[src/rtl/uart_pkg.sv]
`default_nettype none
// ============================================================================
//  Module      : uart_pkg
//  Description : Shared UART constants and the rounded baud divisor helper
//                used by the baud generator, uart_rx and uart_tx.
//  Revision    : 1.0  initial release
// ============================================================================
package uart_pkg;

    localparam int UART_CLK_FREQ_HZ = 25_000_000;
    localparam int UART_BAUD_RATE   = 9600;

    // Number of system clocks per bit, rounded to the nearest integer.
    function automatic int baud_divisor(input int clk_hz, input int baud);
        return (clk_hz + baud / 2) / baud;
    endfunction

endpackage : uart_pkg
`default_nettype wire

[src/rtl/baud_rate_clk_gen.sv]
`default_nettype none
// ============================================================================
//  Module      : baud_rate_clk_gen
//  Description : Gated baud-rate tick generator for the UART receive path.
//                While en is high a counter runs modulo DIVISOR and baud_clk
//                is high for the upper part of each period, so the first rise
//                lands half a bit after enable (bit centre) and subsequent
//                rises follow every full bit period.
//  Ports       : clk      - system clock, all state on rising edge
//                rst      - asynchronous active-high reset
//                en       - run enable; low clears the generator
//                baud_clk - registered baud tick (level, not a clock net)
//  Revision    : 1.0  initial release
// ============================================================================
module baud_rate_clk_gen
    import uart_pkg::*;
#(
    parameter int CLK_FREQ_HZ = UART_CLK_FREQ_HZ,
    parameter int BAUD_RATE   = UART_BAUD_RATE
) (
    input  logic clk,
    input  logic rst,
    input  logic en,
    output logic baud_clk
);

    localparam int DIVISOR = baud_divisor(CLK_FREQ_HZ, BAUD_RATE);
    localparam int HALF    = DIVISOR / 2;
    localparam int CNT_W   = $clog2(DIVISOR);

    localparam logic [CNT_W-1:0] c_CNT_MAX = CNT_W'(DIVISOR - 1);
    localparam logic [CNT_W-1:0] c_HALF    = CNT_W'(HALF);

    generate
        if (DIVISOR < 2) begin : g_divisor_check
            $error("baud_rate_clk_gen: DIVISOR must be at least 2");
        end
    endgenerate

    logic [CNT_W-1:0] r_cnt;
    logic             r_baud_clk;
    logic [CNT_W-1:0] w_cnt_next;

    // Wrap at DIVISOR-1; the wrap is also the falling edge of baud_clk.
    assign w_cnt_next = (r_cnt == c_CNT_MAX) ? '0 : r_cnt + 1'b1;

    // Output is decoded from the next count so baud_clk comes straight off a
    // flop with no input-to-output combinational path.
    always_ff @(posedge clk or posedge rst) begin
        if (rst) begin
            r_cnt      <= '0;
            r_baud_clk <= 1'b0;
        end else if (en) begin
            r_cnt      <= w_cnt_next;
            r_baud_clk <= (w_cnt_next >= c_HALF);
        end else begin
            // Dropping en aborts the period so re-enable restarts phase at 0.
            r_cnt      <= '0;
            r_baud_clk <= 1'b0;
        end
    end

    assign baud_clk = r_baud_clk;

`ifndef SYNTHESIS
    a_idle_clears : assert property (@(posedge clk) disable iff (rst)
        !en |=> !baud_clk);
`endif

endmodule : baud_rate_clk_gen
`default_nettype wire

[config.mk]
export PLATFORM = sky130hd
export DESIGN_NAME = baud_rate_clk_gen
export DESIGN_NICKNAME = d
export VERILOG_FILES = /design/src/rtl/uart_pkg.sv /design/src/rtl/baud_rate_clk_gen.sv
export SDC_FILE = /design/constraint.sdc
export NUM_CORES = 1
export LEC_CHECK = 0
export ABC_AREA = 1
export CAP_MARGIN = 0
export CORE_MARGIN = 5
export CORE_UTILIZATION = 42
export CTS_BUF_LIST = sky130_fd_sc_hd__clkbuf_4 sky130_fd_sc_hd__clkbuf_8
export DETAILED_ROUTE_END_ITERATION = 10
export GPL_TIMING_DRIVEN = 0
export SYNTH_ARGS = -nofsm -noshare
export SYNTH_HDL_FRONTEND = slang
export SYNTH_SLANG_ARGS = --single-unit
export TNS_END_PERCENT = 1
[constraint.sdc]
create_clock -name clk -period 1.6 [get_ports clk]
set_input_delay 0.24 -clock clk [delete_from_list [all_inputs] [get_ports clk]]
set_output_delay 0.24 -clock clk [all_outputs]
set_load 0.01 [all_outputs]
==> flow_metrics.py <==
metrics = {
    "flow_run": {
        "maxCapViolCount": 0,
    },
    "clocking": {
        "cts-htree-levels": 1,
        "numCtsBuffers": 3,
        "ctsLongestPathBuffers": 2,
        "cts_sinks": 13,
        "cts.clk_slew.worst_paths_ns": 0.08,
        "cts-hold-fix-buffers": 0,
        "cts_tree": "built",
        "clock_latency_ns": 0.29,
        "root_buffer": "clkbuf_4",
    },
    "logic_synthesis": {
        "syn_nets": 131,
        "synth_top_family_by_area": "simple AND/OR/NAND/NOR gates",
        "synth_fa_ha_area_share_pct": 4.50,
        "synth_top_area_share_pct": 39.0,
        "synth_area_leaders": "dfrtp_1 (39%), nand2_1 (18%), nor2_1 (9.5%)",
        "syn_area_per_cell_um2": 6.67,
        "synth_mux_area_share_pct": 0,
        "syn_inst": 125,
        "synth-seq-cells": 13,
        "ys_seq_area_share_pct": 39.0,
        "netlist_area_um2": 833,
        "synth.distinct_cells": 17,
        "synth_compound_area_share_pct": 2.10,
        "synth_xor_area_share_pct": 0,
        "yosys.area_share.simple_pct": 43.5,
        "synth_top_cell_by_area": "dfrtp_1",
        "yosysWarnings": 0,
    },
    "worst_setup_path": {
        "cp_max_fo": 4,
        "r2r_start": "r_cnt[1]",
        "setup.worst_path.class": "reg -> reg",
        "crit_required_ns": 1.81,
        "path_common_cell": "nand2_1",
        "worstPathCellList": "buf_4, inv_1, ha_1, nand2_1, nand3_1, nand2_1, nand2_1, nand4_1, nand2_1, a21oi_2",
        "r2r_cells": 10,
        "r2r_end": "baud_clk",
        "crit_start": "r_cnt[1]",
        "startpoint_type": "flop",
        "worstPathArrival_ns": 1.74,
        "worstSetupEndpointType": "flop",
        "cp_slowest_stage_delay_ns": 0.43,
        "slowest_stage": "dfrtp_1",
        "r2r_slack_ns": 0.07,
    },
    "timing": {
        "finalCritPeriodShare_pct": 95.4,
        "fin_crit_ns": 1.53,
        "tightest_slew_ns": 0.497,
        "maxSlewHeadroom_pct": 66.8,
        "maxSlewViolCount": 0,
        "setup_slack_ns": 0.0743,
        "hold_violations": 0,
        "setup_violations": 0,
        "fmax_mhz": 655,
        "skew_ns": 0.00132,
    },
    "power": {
        "ir_drop_uv": 414,
        "p_leak_nw": 0.490,
        "powerDensity_nw_per_um2": 647,
    },
    "finish": {
        "syn2layout_area_growth_pct": 18.0,
        "layout_commonest_cell": "nand2_1",
        "fin_area_um2": 983,
        "fin_nets": 143,
        "final_cells": 163,
        "drive_gt1_share_pct": 16.9,
        "antenna_cells": 0,
        "layout_common_cells": "nand2_1 (39), inv_1 (20), nor2_1 (20), dfrtp_1 (12), nand3_1 (10)",
    },
    "place": {
        "placed_cells": 155,
        "pre_cts_ws_ns": 0.0132,
        "place_hpwl_um": 1250,
        "port_buffers": 3,
        "placed_cell_area_um2": 897,
        "globalplace.congestion": 0.796,
    },
    "grt": {
        "grt_max_degree": 14,
        "grt_pass1_vias": 693,
        "grt_pass1_wl_um": 2950,
        "grt_overflow_total": 0,
        "antenna_found_initial": 0,
        "grt_use_total_pct": 14.3,
    },
    "outcome": {
        "outcome": "finished, final reports clean",
    },
    "floorplanning": {
        "die_w_um": 54.5,
        "rows": 16,
        "io_pins": 4,
        "core_area_um2": 1920,
        "start_util_pct": 43.4,
        "dieArea_um2": 2970,
        "die_h_um": 54.5,
    },
    "route": {
        "via_per_inst": 4.60,
        "antenna_left": 0,
        "drc_errors": 0,
        "vias": 750,
        "wl_per_cell_um": 10.6,
        "drtIter0Drc": 13,
        "wirelength_um": 1730,
        "drt_first_pass_iters": 4,
    },
    "worst_hold_path": {
        "hold_path.class": "in -> async",
    },
}
-- repair_timing --
item | 4_1_cts | 5_1_grt
setup endpoints to repair | 1 | 1
setup buffers | 0 | 4
resized for setup | 1 | 6
pin swaps | 0 | 1
hold endpoints to repair | 0 | 0
-- how the worst max path moves through the flow --
stage                           to  slack [ns]  cells after the start
after CTS                 baud_clk        0.04                     11
after detailed placement  baud_clk        0.01                     11
after floorplan           baud_clk        0.24                     11
after global routing      baud_clk       -0.02                     10
after global placement    baud_clk        0.02                     11
final                     baud_clk        0.07                     10
-- layer usage --
metal | vias up | GRT usage, % | part of all wire (%)
li1 | 399 | - | -
met3 | 5 | 3.27 | 3.0
met2 | 7 | 21.7 | 45
met4 | 0 | 8.71 | 2.7
met5 | - | 0 | 0
met1 | 339 | 18.3 | 49
-- worst max-delay path: cells and delay by family, from the launching register on --
family                   cells  cell delay [ns]
AND/OR/NAND/NOR              6             0.46
adder cells (fa/ha/maj)      1             0.28
AO/OA/AOI/OAI                1             0.11
buffers and inverters        2             0.18
flip-flops                   1             0.43
-- report_power, final --
group	internal, mW	switching (mW)	total (mW)	leakage, nW
clock	0.114	0.116	0.230	0.0184
combinational	0.0279	0.0345	0.0625	0.294
sequential	0.335	0.00972	0.344	0.178
total	0.476	0.160	0.637	0.490
-- kinds of logic (layout without fill, tap and decap cells) --
group | after synthesis | after routing
buf+inv | 24 | 35
fa+ha+maj | 3 | 3
flops | 13 | 13
compound gates | 3 | 3
simple gates | 82 | 82
-- synth_stat cells --
library cell and instances:
o21ai_1 1, nor2_4 2, nand2_1 40, inv_2 2
o21bai_1 1, nor3_1 2, a21oi_1 1, nand3_1 10
ha_1 3, dfrtp_1 13, nand3_2 2, nand2_2 1
inv_1 20, nor2_2 2, nor2_1 21, clkinv_1 2
nand4_1 2
-- stage by stage --
| step | hold slack, ns | setup TNS (ns) | power (mW) | util, % |
|---|---|---|---|---|
| 2_1_floorplan | 0.117 | 0 | 0.379 | - |
| 3_3_place_gp | 0.543 | 0 | 0.394 | 46.7 |
| 3_5_place_dp | 0.562 | 0 | 0.396 | 46.7 |
| 4_1_cts | 0.293 | 0 | 0.626 | 48.3 |
| 5_1_grt | 0.323 | -0.0190 | 0.668 | 51.2 |
| 6_report | 0.275 | 0 | 0.637 | 51.2 |
-- layout make-up --
class / instances / area, um^2
Sequential cell: 13 / 327
Fill cell: 205 / 938
Multi-Input combinational cell: 88 / 443
Clock buffer: 4 / 30.0
Timing Repair Buffer: 7 / 60.1
Tap cell: 27 / 33.8
Inverter: 24 / 90.1
-- sequential cells by signal, indices dropped and copies added (netlist names) --
signal	count
baud_clk	1
r_cnt	12
No activity file was read; power rests on OpenSTA's default activity.
==> patch (same settings) <==
`UART_CLK_FREQ_HZ`: 25_000_000 -> 50_000_000.
--- a/src/rtl/uart_pkg.sv
+++ b/src/rtl/uart_pkg.sv
@@ -9,3 +9,3 @@
 
-    localparam int UART_CLK_FREQ_HZ = 25_000_000;
+    localparam int UART_CLK_FREQ_HZ = 50_000_000;
     localparam int UART_BAUD_RATE   = 9600;
Formal check against the unedited RTL: no difference found for any inputs over 10 cycles, from zero or initial values and one cycle with rst high; that may be too few to reach the edited logic, so the function may still have changed.
==> patch against the unedited design <==
Wire length up 3.8%; power up 8.6%; sequential cell count up 1; critical path type unchanged; synthesized cell count down 6.4%; final cell count down 3.7%; die area up 3.0%; setup slack better by 28 ps; cell area up 7.4%; combinational power down 4.3%; utilization up 2.7 points; area after synthesis up 3.6%; critical path depth up 2; critical endpoint unchanged; worst hold slack better by 10 ps.
==> patch: results (changes against the unedited design) <==
----------------------------------------------------
[Run status]
  Outcome ... finished clean

[Clock network]
  Clock buffers created by TritonCTS ... 3 (unchanged)
  Maximum clock path buffer count ... 2 (unchanged)
  H-tree depth reported by CTS ... 1 (unchanged)
  Clock latency on the worst-skew pair ... ~280 ps
  Clock transition at path regs ... roughly 90 ps
  Clk Tree Root Cell ... clkbuf_4

[Power and ir drop]
  Total leakage power ... 0.532 nW (+8.6%)
  VDD IR max ... 411 uV (-0.88%)

[Final layout]
  Number of nets in the layout ... 135 (-5.6%)
  Flip-flop and latch area ... 357 sq um (+9.2%)
  Register name with the most flops ... r_cnt
  Flip-flop count of the largest register, all copies and words added ... 13 (+1)
  Number of diodes added for antenna fixing ... 0 (unchanged)
  Number of inserted filler cells in the final layout ... 199 (-2.9%)
  Ratio of cells with drive above 1 in the final layout ... 29.2% (+12 points)

[Setup path]
  Worst-path fanout max ... 5 (+1)
  Top Family by Delay on Critical Path ... simple AND/OR/NAND/NOR gates
  Cell with the largest stage delay on the worst path ... dfrtp_2
  Crit-path max cell delay ... 430 ps (about the same)
  Critical path data arrival time ... 1680 ps (-60 ps)

[Logic synthesis]
  Yosys cell types ... 20 (+3)
  List of most frequent post-synthesis cells ... 32 x nand2_1, 18 x nor2_1, 16 x inv_1
  Yosys warning count ... 0 (unchanged)
  Main synth FF type ... dfrtp_1
  Share of synthesized area occupied by flip-flops and latches ... 40.6% (+1.5 points)
  Synthesized netlist net count ... 121 (-7.6%)
  Leading cell types by total area after synthesis ... dfrtp_1 41%, nand2_1 14%, nor2_1 7.8%
  Share of synthesized registers carrying an async set or reset ... 100% (unchanged)

[Placed design]
  Post-placement cell area ... 927 sq um (+3.3%)
  Final HPWL DP ... 1300 um (+4.5%)
  Final GP Congestion ... 0.873 (+9.7%)
  Worst setup slack after placement ... -24.9 ps (-38.1 ps)
  PortBufs ... 3 (unchanged)

[Timing]
  Skew final ... 4.20 ps (+2.88 ps)
  Transition at the pin with the smallest max-transition slack ... 539 ps (+42.3 ps)

[Route]
  Ratio of routed vias to standard cells ... 4.87 (+5.9%)
  Number of iterations in the first detailed-routing pass ... 5 (+1)
  Number of DRC markers in iteration 0 ... 15 (+2)
  Wire length per cell ... 11.5 um (+7.7%)

[Global routing]
  All-layer global routing usage ... 12.5% (-1.9 points)
  Vias in the first global route ... 748 (+7.9%)
  Pin count of the biggest net entering global routing ... 15 (+1)
  Antenna violations before repair ... 0 (unchanged)
  Global-route wire length before repair ... 3150 um (+6.8%)

[Hold path]
  Hold/Removal Path Class ... input pin to asynchronous set/reset pin

----------------------------------------------------
-- patch: metal layers --
layer	share of wire [%]	wire (um)	global-route usage, %
met5	0	0	0
met4	1.3	23	5.21
met3	3.3	60	1.63
met2	49	887	20.9
met1	46	827	15.9
-- patch: worst reg2reg max path, cell delays in order, from the launching register on --
cell	delay (ps)
dfrtp_2	430
ha_4	180
nand2_8	70
nor2_8	160
nand2_2	60
nand2_2	70
nand2_1	50
nand2_1	60
nand3_1	90
nand2_1	60
nand2_1	40
nand2_1	50
nand2_1	50
-- patch: cells by family after synthesis --
group,count (synthesis),share of synthesized area (%)
buf+inv,19,8.26
compound gates,4,3.04
xor+xnor,1,1.88
flops,14,40.6
fa+ha+maj,1,1.45
simple gates,78,44.8
-- patch: what timing repair did --
action	4_1_cts	5_1_grt
setup buffers	0	6
pin swaps	0	3
resized for setup	1	14
endpoints found under the setup margin	1	1
-- patch: where the power goes --
part           total (mW)  switching [mW]  internal (mW)  leakage, nW
Clock               0.260           0.122          0.139       0.0210
Sequential          0.371          0.0106          0.361        0.186
Combinational      0.0598          0.0320         0.0278        0.326
-- patch: layout make-up --
| class | count | area share (%) |
|---|---|---|
| multi-input combinational | 84 | 45.7 |
| tap | 27 | 3.20 |
| sequential | 14 | 33.8 |
| inverter | 19 | 6.75 |
| timing repair buffer | 9 | 7.11 |
| clock buffer | 4 | 3.44 |
-- patch: worst paths after layout --
check / startpoint / end / slack, ps / cells after the start
min reg2reg: r_cnt[11] / r_cnt[11] / 510 / 1
max reg2reg: r_cnt[0] / baud_clk / 100 / 12
max in group asynchronous: rst / r_cnt[8] / 920 / 2
max: r_cnt[0] / baud_clk / 100 / 12
min in group clk: r_cnt[11] / r_cnt[11] / 510 / 1
min: rst / r_cnt[9] / 290 / 2
-- patch: metrics by stage --
stage,hold WS (ps),instances,setup TNS [ps]
5_1_grt,332,157,-24.5
4_1_cts,303,151,0
3_3_place_gp,498,147,-11.0
2_1_floorplan,129,117,0
3_5_place_dp,497,147,-24.9
6_report,285,157,0
